[config.mk]
export PLATFORM = sky130hd
export DESIGN_NAME = aes_stream_arbiter
export DESIGN_NICKNAME = d
export VERILOG_FILES = /design/src/rtl/aes_stream_arbiter.sv
export SDC_FILE = /design/constraint.sdc
export NUM_CORES = 1
export LEC_CHECK = 0
export CAP_MARGIN = 5
export CORE_MARGIN = 1
export CORE_UTILIZATION = 25
export CTS_BUF_LIST = sky130_fd_sc_hd__clkbuf_16
export CTS_CLUSTER_SIZE = 14
export DETAILED_ROUTE_END_ITERATION = 8
export HOLD_SLACK_MARGIN = 0.15
export PLACE_DENSITY_LB_ADDON = 0.08
export SLEW_MARGIN = 20
export SYNTH_ARGS = -nofsm -noshare
export SYNTH_HDL_FRONTEND = slang
export SYNTH_SLANG_ARGS = --single-unit
[constraint.sdc]
create_clock -name clk -period 2.2 [get_ports clk]
set_input_delay 0.33 -clock clk [delete_from_list [all_inputs] [get_ports clk]]
set_output_delay 0.33 -clock clk [all_outputs]
set_load 0.1 [all_outputs]
[src/rtl/aes_stream_arbiter.sv]
// aes_stream_arbiter
//   Packet-granular arbiter sharing one AES controller between two
//   AXI-Stream requesters. A whole request packet (up to tlast) is forwarded
//   atomically from the granted requester to the controller. The requester
//   index of every granted packet is queued in an in-order tag FIFO, and each
//   response packet from the controller is steered to the requester at the
//   head of that FIFO.
//
// Parameters
//   DATA_WIDTH  width of every tdata bus
//   TAG_DEPTH   max request packets awaiting a response (power of two, >= 2)
//
// Ports
//   clk, resetn            clock, asynchronous active-low reset
//   s0_*, s1_*             request streams from requester 0 / 1 (slave side)
//   m_*                    request stream to the AES controller
//   r_*                    response stream from the AES controller
//   d0_*, d1_*             response streams to requester 0 / 1
//   grant                  one-hot current request grant, 2'b00 when idle
//   outstanding            tag FIFO occupancy
//
// Configuration
//   AES_ARB_ROUND_ROBIN_EN  defined: round-robin between contending
//                           requesters (s0 wins the first contention);
//                           undefined: fixed priority, s0 always wins.

module aes_stream_arbiter #(
   parameter int unsigned DATA_WIDTH = 32,
   parameter int unsigned TAG_DEPTH  = 4
) (
   input  logic                         clk,
   input  logic                         resetn,

   input  logic                         s0_tvalid,
   output logic                         s0_tready,
   input  logic [DATA_WIDTH-1:0]        s0_tdata,
   input  logic                         s0_tlast,

   input  logic                         s1_tvalid,
   output logic                         s1_tready,
   input  logic [DATA_WIDTH-1:0]        s1_tdata,
   input  logic                         s1_tlast,

   output logic                         m_tvalid,
   input  logic                         m_tready,
   output logic [DATA_WIDTH-1:0]        m_tdata,
   output logic                         m_tlast,

   input  logic                         r_tvalid,
   output logic                         r_tready,
   input  logic [DATA_WIDTH-1:0]        r_tdata,
   input  logic                         r_tlast,

   output logic                         d0_tvalid,
   input  logic                         d0_tready,
   output logic [DATA_WIDTH-1:0]        d0_tdata,
   output logic                         d0_tlast,

   output logic                         d1_tvalid,
   input  logic                         d1_tready,
   output logic [DATA_WIDTH-1:0]        d1_tdata,
   output logic                         d1_tlast,

   output logic [1:0]                   grant,
   output logic [$clog2(TAG_DEPTH):0]   outstanding
);

   localparam int unsigned PTR_W = $clog2(TAG_DEPTH);

   typedef enum logic [1:0] {
      IDLE = 2'd0,
      GNT0 = 2'd1,
      GNT1 = 2'd2
   } state_t;

   state_t               state;
   state_t               state_nxt;

   // Tag FIFO: pointers carry one extra wrap bit so full and empty differ.
   logic [PTR_W:0]       wr_ptr;
   logic [PTR_W:0]       rd_ptr;
   logic [TAG_DEPTH-1:0] tag_mem;
   logic [PTR_W:0]       count;
   logic                 full;
   logic                 empty;
   logic                 head;

   logic                 push;
   logic                 push_tag;
   logic                 pop;
   logic                 pick1;

   assign count       = wr_ptr - rd_ptr;
   assign full        = (count == (PTR_W+1)'(TAG_DEPTH));
   assign empty       = (count == '0);
   assign head        = tag_mem[rd_ptr[PTR_W-1:0]];
   assign outstanding = count;

`ifdef AES_ARB_ROUND_ROBIN_EN
   // Index of the requester granted most recently; 1 after reset so that
   // s0 wins the first contention.
   logic last_served;

   assign pick1 = s1_tvalid & (~s0_tvalid | ~last_served);

   always_ff @(posedge clk or negedge resetn) begin
      if (!resetn) begin
         last_served <= 1'b1;
      end else if (push) begin
         last_served <= push_tag;
      end
   end
`else
   assign pick1 = s1_tvalid & ~s0_tvalid;
`endif

   always_ff @(posedge clk or negedge resetn) begin
      if (!resetn) begin
         state <= IDLE;
      end else begin
         state <= state_nxt;
      end
   end

   // Next state and request-side outputs. The grant decision is taken in
   // IDLE and registered, so the first beat moves one cycle later; the tag
   // is pushed on that same transition edge.
   always_comb begin
      state_nxt = state;
      push      = 1'b0;
      push_tag  = 1'b0;
      grant     = 2'b00;
      m_tvalid  = 1'b0;
      m_tdata   = '0;
      m_tlast   = 1'b0;
      s0_tready = 1'b0;
      s1_tready = 1'b0;

      case (state)
         IDLE: begin
            if (!full && (s0_tvalid || s1_tvalid)) begin
               push      = 1'b1;
               push_tag  = pick1;
               state_nxt = pick1 ? GNT1 : GNT0;
            end
         end
         GNT0: begin
            grant     = 2'b01;
            m_tvalid  = s0_tvalid;
            m_tdata   = s0_tdata;
            m_tlast   = s0_tlast;
            s0_tready = m_tready;
            if (s0_tvalid && m_tready && s0_tlast) begin
               state_nxt = IDLE;
            end
         end
         GNT1: begin
            grant     = 2'b10;
            m_tvalid  = s1_tvalid;
            m_tdata   = s1_tdata;
            m_tlast   = s1_tlast;
            s1_tready = m_tready;
            if (s1_tvalid && m_tready && s1_tlast) begin
               state_nxt = IDLE;
            end
         end
         default: begin
            state_nxt = IDLE;
         end
      endcase
   end

   // Response demux: the head tag selects the destination. With no tag
   // queued the controller is never accepted from, so nothing can leak out.
   always_comb begin
      r_tready  = 1'b0;
      d0_tvalid = 1'b0;
      d0_tdata  = '0;
      d0_tlast  = 1'b0;
      d1_tvalid = 1'b0;
      d1_tdata  = '0;
      d1_tlast  = 1'b0;

      if (!empty) begin
         if (!head) begin
            d0_tvalid = r_tvalid;
            d0_tdata  = r_tdata;
            d0_tlast  = r_tlast;
            r_tready  = d0_tready;
         end else begin
            d1_tvalid = r_tvalid;
            d1_tdata  = r_tdata;
            d1_tlast  = r_tlast;
            r_tready  = d1_tready;
         end
      end
   end

   assign pop = r_tvalid & r_tready & r_tlast;

   always_ff @(posedge clk or negedge resetn) begin
      if (!resetn) begin
         wr_ptr  <= '0;
         rd_ptr  <= '0;
         tag_mem <= '0;
      end else begin
         if (push) begin
            tag_mem[wr_ptr[PTR_W-1:0]] <= push_tag;
            wr_ptr                     <= wr_ptr + 1'b1;
         end
         if (pop) begin
            rd_ptr <= rd_ptr + 1'b1;
         end
      end
   end

endmodule

==> results of run 1 <==
==> Yosys cell counts <==
cell type	count	area, um2
a31oi_1	9	56.3
nor4b_1	1	8.76
xnor2_1	2	17.5
a22o_1	1	8.76
nor2b_1	34	213
mux4_2	1	22.5
mux2i_2	1	13.8
clkbuf_1	17	63.8
a211o_1	1	8.76
o21ai_2	1	8.76
nand2_1	2	7.51
and4_1	1	8.76
nand3_1	3	15.0
mux2_4	1	15.0
dfrtp_1	12	300
and2_1	70	438
ha_1	11	138
mux2_1	1	11.3
buf_1	2	7.51
a2bb2oi_1	1	8.76
xor3_2	1	25.0
nor2b_2	1	8.76
xor2_1	2	17.5
o211ai_1	1	7.51
a211oi_1	1	7.51
nor3_2	1	10.0
nor2_2	1	6.26
a22oi_1	35	263
fa_1	1	20.0
nor2_1	1	3.75
nor3_4	1	16.3
inv_1	7	26.3
o31ai_1	1	7.51
a31oi_4	1	21.3
==> per-layer routing <==
| metal | track usage (%) | vias to the layer above |
|---|---|---|
| met5 | 0 | - |
| met4 | 10.9 | 0 |
| met3 | 6.45 | 27 |
| met2 | 48.6 | 141 |
| met1 | 27.9 | 1281 |
| li1 | - | 1250 |
==> stage by stage <==
stage               TNS (ns)  hold WS, ns  std cells
global placement      -18.16        0.485        542
CTS                   -34.10        0.469        553
global route          -40.19        0.509        554
finish                -34.65        0.454        554
floorplan             -51.65       0.0344        227
detailed placement    -21.79        0.493        542
==> cell type report <==
type | instances | area [um2]
Clock buffer | 3 | 75.1
Fill cell | 355 | 855
Inverter | 7 | 30.0
Multi-Input combinational cell | 190 | 1940
Sequential cell | 12 | 300
Tap cell | 96 | 120
Timing Repair Buffer | 246 | 3590
==> critical path, stage by stage (launching register included) <==
cell	delay [ns]
dfrtp_1	0.41
ha_4	0.18
fa_2	0.33
xor3_4	0.34
nor3_4	0.23
buf_12	0.15
nor2_4	0.04
buf_12	0.16
and2_4	0.15
buf_12	0.16
==> how the worst min path moves through the flow <==
| stage | endpoint | slack (ns) | cells after the start |
|---|---|---|---|
| CTS | tag_mem[1] | 0.47 | 1 |
| detailed placement | rd_ptr[2] | 0.49 | 1 |
| floorplan | rd_ptr[0] | 0.03 | 0 |
| finish | rd_ptr[1] | 0.45 | 1 |
| global route | wr_ptr[1] | 0.51 | 1 |
| global placement | rd_ptr[2] | 0.49 | 1 |
==> timing repair <==
action | 4_1_cts | 5_1_grt
cloned | 2 | 0
setup endpoints to repair | 71 | 86
gates resized for setup | 6 | 14
endpoints found under the hold margin | 0 | 0
buffers inserted | 6 | 4
pin swaps | 1 | 5
==> registers in the layout (all words and copies together) (netlist names) <==
signal	cells
wr_ptr	3
state	2
tag_mem	4
rd_ptr	3
==> cells by family after synthesis <==
kind of cell | after synthesis | share of synthesized area (%)
AO/OA/AOI/OAI | 52 | 22.0
multiplexers | 4 | 3.45
adder cells (fa/ha/maj) | 12 | 8.70
AND/OR/NAND/NOR | 116 | 40.6
XOR/XNOR | 5 | 3.32
flip-flops | 12 | 16.6
buffers and inverters | 26 | 5.39
==> key figures, run 1 <==
Layout
  – Final instance area: 6050 um2
  – Fraction of layout cells with a size suffix above 1: between 50% and 60%
  – Most common cell after layout, fill and taps aside: buf_12
  – Commonest cells after routing, fill and taps aside: 116 x buf_12, 106 x clkdlybuf4s50_1, 68 x and2_4, 33 x nor2b_4, 28 x a22oi_1
  – Final core utilization: a little under 90%
  – Area grow syn2layout: 234%
  – Fin nets: a little under 600
  – Ant. Diodes: 0

Timing
  – Max Freq: approximately 370 MHz
  – RSZ-0062 raised after global routing: yes
  – Final setup viols: between 70 and 80
  – Tmin final: ~2.7 ns
  – Max Slew Vio Count: 0
  – Skew final: just over 0.0009 ns
  – Final worst-path cycle share: 124%
  – Worst-margin pin slew: roughly 0.56 ns
  – Final hold viol count: 0
  – Final setup margin: -0.528 ns
  – Relative slew slack: a little over three fifths

Critical path
  – R2R Setup Slk: -0.20 ns
  – FF-to-FF path depth: 8
  – CP Launch Point: rd_ptr[0]
  – Critical path data arrival time: roughly 2.4 ns
  – CP Capture Point: d0_tdata[1]
  – Reg-to-reg endpoint: rd_ptr[1]
  – WS Path Type: register to output port
  – CP required: approximately 1.9 ns
  – Worst r2r src: rd_ptr[0]
  – CP Launch Type: register
  – CP Capture Type: output port
  – CP Max Fanout: 25

Global routing
  – GRT Util Overall: about a quarter
  – Largest net degree at the start of global routing: 38
  – Congestion Overflow GR: 0
  – Initial antenna violation count: 0
  – First-pass GRT wire length: roughly 15000 um
  – Vias in the first global route: roughly 2.8k

Die
  – Cell row count: 30
  – Die footprint: 7590 um2
  – # IOs: around 220
  – Height of the chip: a little under 90 um
  – Initial Util: about a quarter
  – CORE AREA: between 6000 and 7000 um2
  – Die X: approximately 87 um

Synth
  – Cell area after synthesis: approximately 1800 um2
  – Ys Warns: 0
  – Syn Inst Count: between 200 and 250
  – Mapped Nets: ~350
  – Number of synthesized register bits: 12
  – Seq/Total Area, Yosys: roughly 17%
  – Average size of a mapped cell: roughly 8 um2
  – Count of cell types in the netlist: 34

Routing
  – DR WL/cell: approximately 18 um
  – Max Used Layer: met4
  – Antenna Nets Post-Route: 0
  – Wire length on met3: between 700 and 800 um
  – Routed vias: 2699
  – WL met2: approximately 5500 um
  – Drt pass-1 iters: 4
  – M1 WL: 3440 um
  – Vias per Instance: 4.87
  – Drt total wl: ~10000 um
  – 1st-iter DRT viols: 70
  – DRC viols: 0

Clocking
  – H-tree level count: 1
  – CTS Buffer Depth: 2
  – Clock Sinks: 12
  – Reg clk slew, reported paths: roughly 0.040 ns
  – CTS Hold Buffers Added: 0
  – Clk Tree Root Cell: clkbuf_16
  – TritonCTS clock tree: built
  – Clk Latency, worst-skew pair: about 0.24 ns
  – CTS buffer count: 3

Worst hold path
  – Worst Hold Class: input pin to async pin

Placed design
  – Post-DP Area: just under 6000 um2
  – Post-DP HPWL: about 8000 um
  – Routability Congestion: approximately 0.9
  – Pre-CTS WS: -0.411 ns
  – Port-buffer cells: ~220

Flow run
  – Max-cap violations: 0

Status
  – Status: finished with violations
  – Failing checks: negative setup slack
Power of run 1 is not shown: default switching activity piles up to over one toggle a cycle in this logic, so the estimate is an artifact.
==> run 2: changes to the inputs <==
--- a/config.mk
+++ b/config.mk
@@ -6,11 +6,12 @@
 export NUM_CORES = 1
 export LEC_CHECK = 0
 export CAP_MARGIN = 5
-export CORE_MARGIN = 1
+export CORE_MARGIN = 2
 export CORE_UTILIZATION = 25
 export CTS_BUF_LIST = sky130_fd_sc_hd__clkbuf_16
 export CTS_CLUSTER_SIZE = 14
 export DETAILED_ROUTE_END_ITERATION = 8
+export GPL_ROUTABILITY_DRIVEN = 1
 export HOLD_SLACK_MARGIN = 0.15
 export PLACE_DENSITY_LB_ADDON = 0.08
 export SLEW_MARGIN = 20
==> constraint.sdc (replaced) <==
create_clock -name clk -period 2.2 [get_ports clk]
set_input_delay 0.33 -clock clk [delete_from_list [all_inputs] [get_ports clk]]
set_output_delay 0.33 -clock clk [all_outputs]
set_load 0.005 [all_outputs]
==> key figures, run 2 (synthesis gave the netlist of run 1 again) <==
Status
  – Status: finished with violations (unchanged)
  – Failing checks: negative setup slack (unchanged)

Layout
  – Fin nets: 625 (was 579)
  – Most common cell after layout, fill and taps aside: clkdlybuf4s50_1 (was buf_12)
  – Commonest cells after routing, fill and taps aside: 112 x clkdlybuf4s50_1, 59 x buf_6, 40 x and2_4, 39 x buf_4, 34 x nor2b_1 (was 116 x buf_12, 106 x clkdlybuf4s50_1, 68 x and2_4, 33 x nor2b_4, 28 x a22oi_1)
  – Area grow syn2layout: 185% (was 234%)
  – Most flop-heavy register: tag_mem (unchanged)
  – Regs by FF count: tag_mem: 4 flops, rd_ptr: 3 flops, wr_ptr: 3 flops (unchanged)
  – Multi-input logic area: 1670 um2 (was 1940 um2)
  – Fraction of layout cells with a size suffix above 1: 39.6% (was 59.6%)
  – Register area: 300 um2 (unchanged)
  – Max reg flops: 4 (unchanged)
  – Non-Filler Instances: 605 (was 554)
  – Final instance area: 5160 um2 (was 6050 um2)
  – Fillers: 552 (was 355)

Critical path
  – CP Capture Type: output port (unchanged)
  – CP top delay family: adder cells (unchanged)
  – CP Max Fanout: 4 (was 25)
  – CP Launch Type: register (unchanged)
  – Ordered cell list for the critical path: ha_4 -> fa_2 -> inv_2 -> nor3_4 -> buf_6 -> buf_12 -> nor2_4 -> buf_6 -> buf_6 -> and2_1 -> buf_2 (was ha_4 -> fa_2 -> xor3_4 -> nor3_4 -> buf_12 -> nor2_4 -> buf_12 -> and2_4 -> buf_12)
  – Worst path buffer plus inverter count: 6 (was 3)
  – Slowest cell delay on critical path: 0.53 ns (was 0.41 ns)
  – CP required: 1.87 ns (about the same)
  – CP max-delay cell: fa_2 (was dfrtp_1)
  – Critical path data arrival time: 2.44 ns (was 2.40 ns)
  – Top cell by count, worst path: buf_6 (was buf_12)
  – WS Path Type: register to output port (unchanged)

Clocking
  – Clock Sinks: 12 (unchanged)
  – Reg clk slew, reported paths: 0.04 ns (about the same)
  – H-tree level count: 1 (unchanged)
  – CTS Buffer Depth: 2 (unchanged)
  – CTS buffer count: 3 (unchanged)
  – TritonCTS clock tree: built (unchanged)
  – Clk Latency, worst-skew pair: 0.24 ns (about the same)
  – Clk Tree Root Cell: clkbuf_16 (unchanged)

Placed design
  – Post-DP Area: 4320 um2 (was 5790 um2)
  – Placed Instances: 553 (was 542)
  – Routability Congestion: 0.723 (was 0.880)
  – Pre-CTS WS: -0.881 ns (was -0.411 ns)
  – Post-DP HPWL: 6420 um (was 8180 um)
  – Port-buffer cells: 216 (unchanged)

Timing
  – Final setup viols: 69 (was 72)
  – RSZ-0062 raised after global routing: yes (unchanged)
  – Max Slew Vio Count: 0 (unchanged)
  – Skew final: 0.00258 ns (was 0.000923 ns)
  – Final worst-path cycle share: 126% (was 124%)
  – Final setup margin: -0.565 ns (was -0.528 ns)
  – Hold_ws: 0.448 ns (was 0.454 ns)
  – Tmin final: 2.77 ns (was 2.73 ns)
  – Worst-margin pin slew: 0.542 ns (was 0.562 ns)
  – Relative slew slack: 63.8% (was 62.4%)
  – Final hold viol count: 0 (unchanged)
  – Max Freq: 362 MHz (was 367 MHz)

Flow run
  – Max-cap violations: 0 (unchanged)

Power
  – Total power: between 9000 and 10000 uW
  – Pwr Density: 1880 nW/um2
  – Worst IR drop on VDD: 0.000775 V
  – Pleak: ~0.0028 uW

Routing
  – Antenna Nets Post-Route: 0 (unchanged)
  – 1st-iter DRT viols: 38 (was 70)
  – DR WL/cell: 15.9 um (was 18.2 um)
  – Drt total wl: 9620 um (was 10100 um)
  – DRC viols: 0 (unchanged)
  – Vias per Instance: 4.66 (was 4.87)
  – Routed vias: 2822 (was 2699)
  – Drt pass-1 iters: 4 (unchanged)

Die
  – Die footprint: 7940 um2 (was 7590 um2)
  – CORE AREA: 7140 um2 (was 6910 um2)
  – Initial Util: 25.4% (was 26.2%)
  – Height of the chip: 89.1 um (was 87.1 um)
  – # IOs: 217 (unchanged)
  – Cell row count: 31 (was 30)
  – Die X: 89.1 um (was 87.1 um)

Global routing
  – Busiest layer in global routing: met2 (unchanged)
  – Global Route met2 Usage: 40.8% (was 48.6%)
  – Vias in the first global route: 2697 (was 2844)
  – GR Util met1: 21.5% (was 27.9%)
  – Largest net degree at the start of global routing: 34 (was 38)
  – First-pass GRT wire length: 12900 um (was 15100 um)
  – Initial antenna violation count: 1 (was 0)
  – Congestion Overflow GR: 0 (unchanged)
  – GRT Util Overall: 20.4% (was 26.1%)
  – GR Util met3: 4.34% (was 6.45%)

Worst hold path
  – Worst Hold Class: input pin to async pin (unchanged)
[run 2: cell count changes in the layout (fill, tap and decap cells not counted), moves of 6 or more]
cell / previous run / this run
buf_12: 116 / 8
buf_6: 6 / 59
nor2b_1: 0 / 34
dlymetal6s2s_1: 0 / 31
nor2b_4: 33 / 2
and2_1: 0 / 30
and2_4: 68 / 40
buf_4: 18 / 39
dlygate4sd2_1: 0 / 19
buf_2: 0 / 11
clkbuf_2: 0 / 6
clkdlybuf4s50_1: 106 / 112
[run 2: final timing paths]
path,from,endpoint,slack [ns],depth (start not counted)
worst max register to register,rd_ptr[0],rd_ptr[1],0.03,7
min in group clk,wr_ptr[2],wr_ptr[2],0.55,2
worst min-delay path,resetn,tag_mem[1],0.45,1
worst max-delay path,rd_ptr[0],d0_tdata[20],-0.57,11
worst min register to register,wr_ptr[2],wr_ptr[2],0.55,2
max in group asynchronous,resetn,tag_mem[2],1.39,1
[run 2: layout make-up]
cell class / instances / share of cell area, %
antenna: 1 / 0.0485
clock buffer: 3 / 1.46
clock inverter: 1 / 0.0728
inverter: 7 / 0.509
multi-input combinational: 194 / 32.4
sequential: 12 / 5.82
tap: 99 / 2.40
timing repair buffer: 288 / 57.3
[run 2: through the flow]
| stage | setup TNS, ns | util (%) |
|---|---|---|
| 6_report | -28.71 | 72.3 |
| 5_1_grt | -35.12 | 72.3 |
| 4_1_cts | -30.81 | 66.9 |
| 3_5_place_dp | -57.24 | 60.6 |
| 3_3_place_gp | -55.20 | 60.6 |
| 2_1_floorplan | -3.53 | - |
[run 2: layer usage]
metal  up-vias  share of wire [%]
li1       1352                  -
met1      1312                 35
met2       144                 55
met3        14                8.2
met4         0                2.0
met5         -                  0
[run 2: where the power goes]
part | switching (uW) | total [uW] | internal (uW)
registers | 74.8 | 412 | 338
clock network | 93.5 | 333 | 239
logic | 3320 | 8960 | 5640
[run 2: timing repair]
action,in CTS,in global routing
pin swaps,33,16
setup endpoints to repair,105,111
buffers inserted,35,13
hold buffers,0,0
cloned,7,2
gates resized for setup,264,107
(Power assumes the default switching activity.)
==> run 3: changes to the inputs <==
--- a/config.mk
+++ b/config.mk
@@ -6,7 +6,7 @@
 export NUM_CORES = 1
 export LEC_CHECK = 0
 export CAP_MARGIN = 5
-export CORE_MARGIN = 2
+export CORE_MARGIN = 10
 export CORE_UTILIZATION = 25
 export CTS_BUF_LIST = sky130_fd_sc_hd__clkbuf_16
 export CTS_CLUSTER_SIZE = 14
==> key figures, run 3 (synthesis gave the netlist of run 1 again) <==
Timing
  – Max Freq: 357 MHz (was 362 MHz)
  – Relative slew slack: 63.0% (was 63.8%)
  – Setup TNS: -31.62 ns (was -28.71 ns)
  – RSZ-0062 raised after global routing: yes (unchanged)
  – Skew final: 0.00198 ns (was 0.00258 ns)
  – Worst-margin pin slew: 0.553 ns (was 0.542 ns)
  – Final setup viols: 70 (was 69)
  – Final worst-path cycle share: 127% (was 126%)
  – Tmin final: 2.80 ns (was 2.77 ns)
  – Max Slew Vio Count: 0 (unchanged)
  – Final setup margin: -0.599 ns (was -0.565 ns)
  – Final hold viol count: 0 (unchanged)

Clocking
  – Reg clk slew, reported paths: 0.04 ns (about the same)
  – Clk Tree Root Cell: clkbuf_16 (unchanged)
  – Clock Sinks: 12 (unchanged)
  – TritonCTS clock tree: built (unchanged)
  – CTS buffer count: 3 (unchanged)
  – CTS Hold Buffers Added: 0 (unchanged)
  – CTS Buffer Depth: 2 (unchanged)
  – Clk Latency, worst-skew pair: 0.24 ns (about the same)
  – H-tree level count: 1 (unchanged)

Worst hold path
  – Worst Hold Class: input pin to async pin (unchanged)

Global routing
  – First-pass GRT wire length: 16700 um (was 12900 um)
  – Largest net degree at the start of global routing: 27 (was 34)
  – Vias in the first global route: 2903 (was 2697)
  – Initial antenna violation count: 1 (unchanged)
  – Congestion Overflow GR: 0 (unchanged)
  – GRT Util Overall: 18.6% (was 20.4%)

Power
  – Total power: 9760 uW (was 9700 uW)
  – Pwr Density: 1980 nW/um2 (was 1880 nW/um2)
  – Worst IR drop on VDD: 0.000696 V (was 0.000775 V)
  – Pleak: 0.00246 uW (was 0.00277 uW)

Critical path
  – WS Path Type: register to output port (unchanged)
  – CP required: 1.87 ns (about the same)
  – CP Launch Point: rd_ptr[0] (unchanged)
  – Critical path data arrival time: 2.47 ns (was 2.44 ns)
  – Top cell by count, worst path: buf_6 (unchanged)
  – R2R Setup Slk: -0.05 ns (was 0.03 ns)
  – Slowest cell delay on critical path: 0.56 ns (was 0.53 ns)
  – Ordered cell list for the critical path: ha_4 -> fa_2 -> inv_2 -> nor3_4 -> buf_12 -> nor2b_4 -> buf_12 -> buf_6 -> buf_6 -> and2_4 -> buf_6 (was ha_4 -> fa_2 -> inv_2 -> nor3_4 -> buf_6 -> buf_12 -> nor2_4 -> buf_6 -> buf_6 -> and2_1 -> buf_2)
  – FF-to-FF path depth: 7 (unchanged)
  – CP Max Fanout: 5 (was 4)
  – Reg-to-reg endpoint: rd_ptr[1] (unchanged)
  – CP Capture Type: output port (unchanged)
  – CP Launch Type: register (unchanged)
  – CP max-delay cell: fa_2 (unchanged)
  – Worst r2r src: rd_ptr[0] (unchanged)

Routing
  – DR WL/cell: 20.1 um (was 15.9 um)
  – Vias per Instance: 4.78 (was 4.66)
  – Drt pass-1 iters: 4 (unchanged)
  – Antenna Nets Post-Route: 0 (unchanged)
  – DRC viols: 0 (unchanged)
  – Routed vias: 2839 (was 2822)
  – Drt total wl: 11900 um (was 9620 um)
  – 1st-iter DRT viols: 137 (was 38)

Die
  – CORE AREA: 6910 um2 (was 7140 um2)
  – # IOs: 217 (unchanged)
  – Die X: 105 um (was 89.1 um)
  – Height of the chip: 105 um (was 89.1 um)
  – Initial Util: 26.2% (was 25.4%)
  – Cell row count: 30 (was 31)
  – Die footprint: 11100 um2 (was 7940 um2)

Flow run
  – Max-cap violations: 0 (unchanged)

Layout
  – Most flop-heavy register: tag_mem (unchanged)
  – Commonest cells after routing, fill and taps aside: 114 x clkdlybuf4s50_1, 59 x buf_6, 40 x and2_4, 38 x buf_4, 34 x nor2b_1 (was 112 x clkdlybuf4s50_1, 59 x buf_6, 40 x and2_4, 39 x buf_4, 34 x nor2b_1)
  – Fin nets: 618 (was 625)
  – Max reg flops: 4 (unchanged)
  – Regs by FF count: tag_mem: 4 flops, rd_ptr: 3 flops, wr_ptr: 3 flops (unchanged)
  – Fraction of layout cells with a size suffix above 1: 41.2% (was 39.6%)
  – Area grow syn2layout: 173% (was 185%)
  – Most common cell after layout, fill and taps aside: clkdlybuf4s50_1 (unchanged)
  – Ant. Diodes: 0 (was 1)
  – Final instance area: 4940 um2 (was 5160 um2)

Status
  – Status: finished with violations (unchanged)
  – Failing checks: negative setup slack (unchanged)

Placed design
  – Post-DP HPWL: 8830 um (was 6420 um)
  – Port-buffer cells: 216 (unchanged)
  – Post-DP Area: 4320 um2 (about the same)
  – Routability Congestion: 0.770 (was 0.723)
==> run 3: routing by layer <==
| metal | vias to the layer above | track usage (%) | wire [um] | part of all wire [%] |
|---|---|---|---|---|
| met5 | - | 0 | 13 | 0.11 |
| met4 | 2 | 4.22 | 177 | 1.5 |
| met3 | 15 | 7.68 | 1250 | 10 |
| met2 | 176 | 34.2 | 6010 | 50 |
| met1 | 1315 | 19.0 | 4470 | 38 |
| li1 | 1331 | - | - | - |
==> run 3: through the flow <==
stage	utilization (%)	setup slack, ns	hold WS, ns	instances
3_5_place_dp	62.6	-0.894	0.565	552
5_1_grt	71.5	-0.674	0.494	594
6_report	71.5	-0.599	0.449	594
3_3_place_gp	62.6	-0.847	0.537	552
2_1_floorplan	-	-0.0724	0.0344	227
4_1_cts	67.9	-0.686	0.473	585
==> run 3: timing repair <==
action,CTS,global route
buffers inserted,25,11
resized for setup,346,71
cloned,5,0
endpoints found under the setup margin,105,91
pin swaps,13,23
==> run 3: critical path: cells and delay by family, from the launching register on <==
kind,cells,cell delay (ns)
adders and majority gates,2,0.73
buffers and inverters,6,0.66
DFF,1,0.40
and+or+nand+nor,3,0.42
==> run 3: cell type report <==
class	instances	area, um2
Timing Repair Buffer	284	2770
Fill cell	536	1970
Multi-Input combinational cell	191	1640
Sequential cell	12	300
Tap cell	96	120
Clock buffer	3	75.1
Inverter	7	26.3
Clock inverter	1	3.75
==> run 3: worst max-delay path by stage <==
| stage | to | slack [ns] | depth (start not counted) |
|---|---|---|---|
| after floorplan | d1_tdata[10] | -0.07 | 8 |
| after detailed placement | d0_tdata[12] | -0.89 | 7 |
| after CTS | d0_tdata[3] | -0.69 | 8 |
| after global routing | d1_tdata[17] | -0.67 | 11 |
| after global placement | d1_tdata[1] | -0.85 | 7 |
| final | d1_tdata[17] | -0.60 | 11 |
==> run 3: power by group <==
group          switching [uW]  total, uW  internal (uW)
Combinational            3470       9010           5540
Sequential               75.1        413            338
Clock                    99.6        339            240
Total                    3640       9760           6120
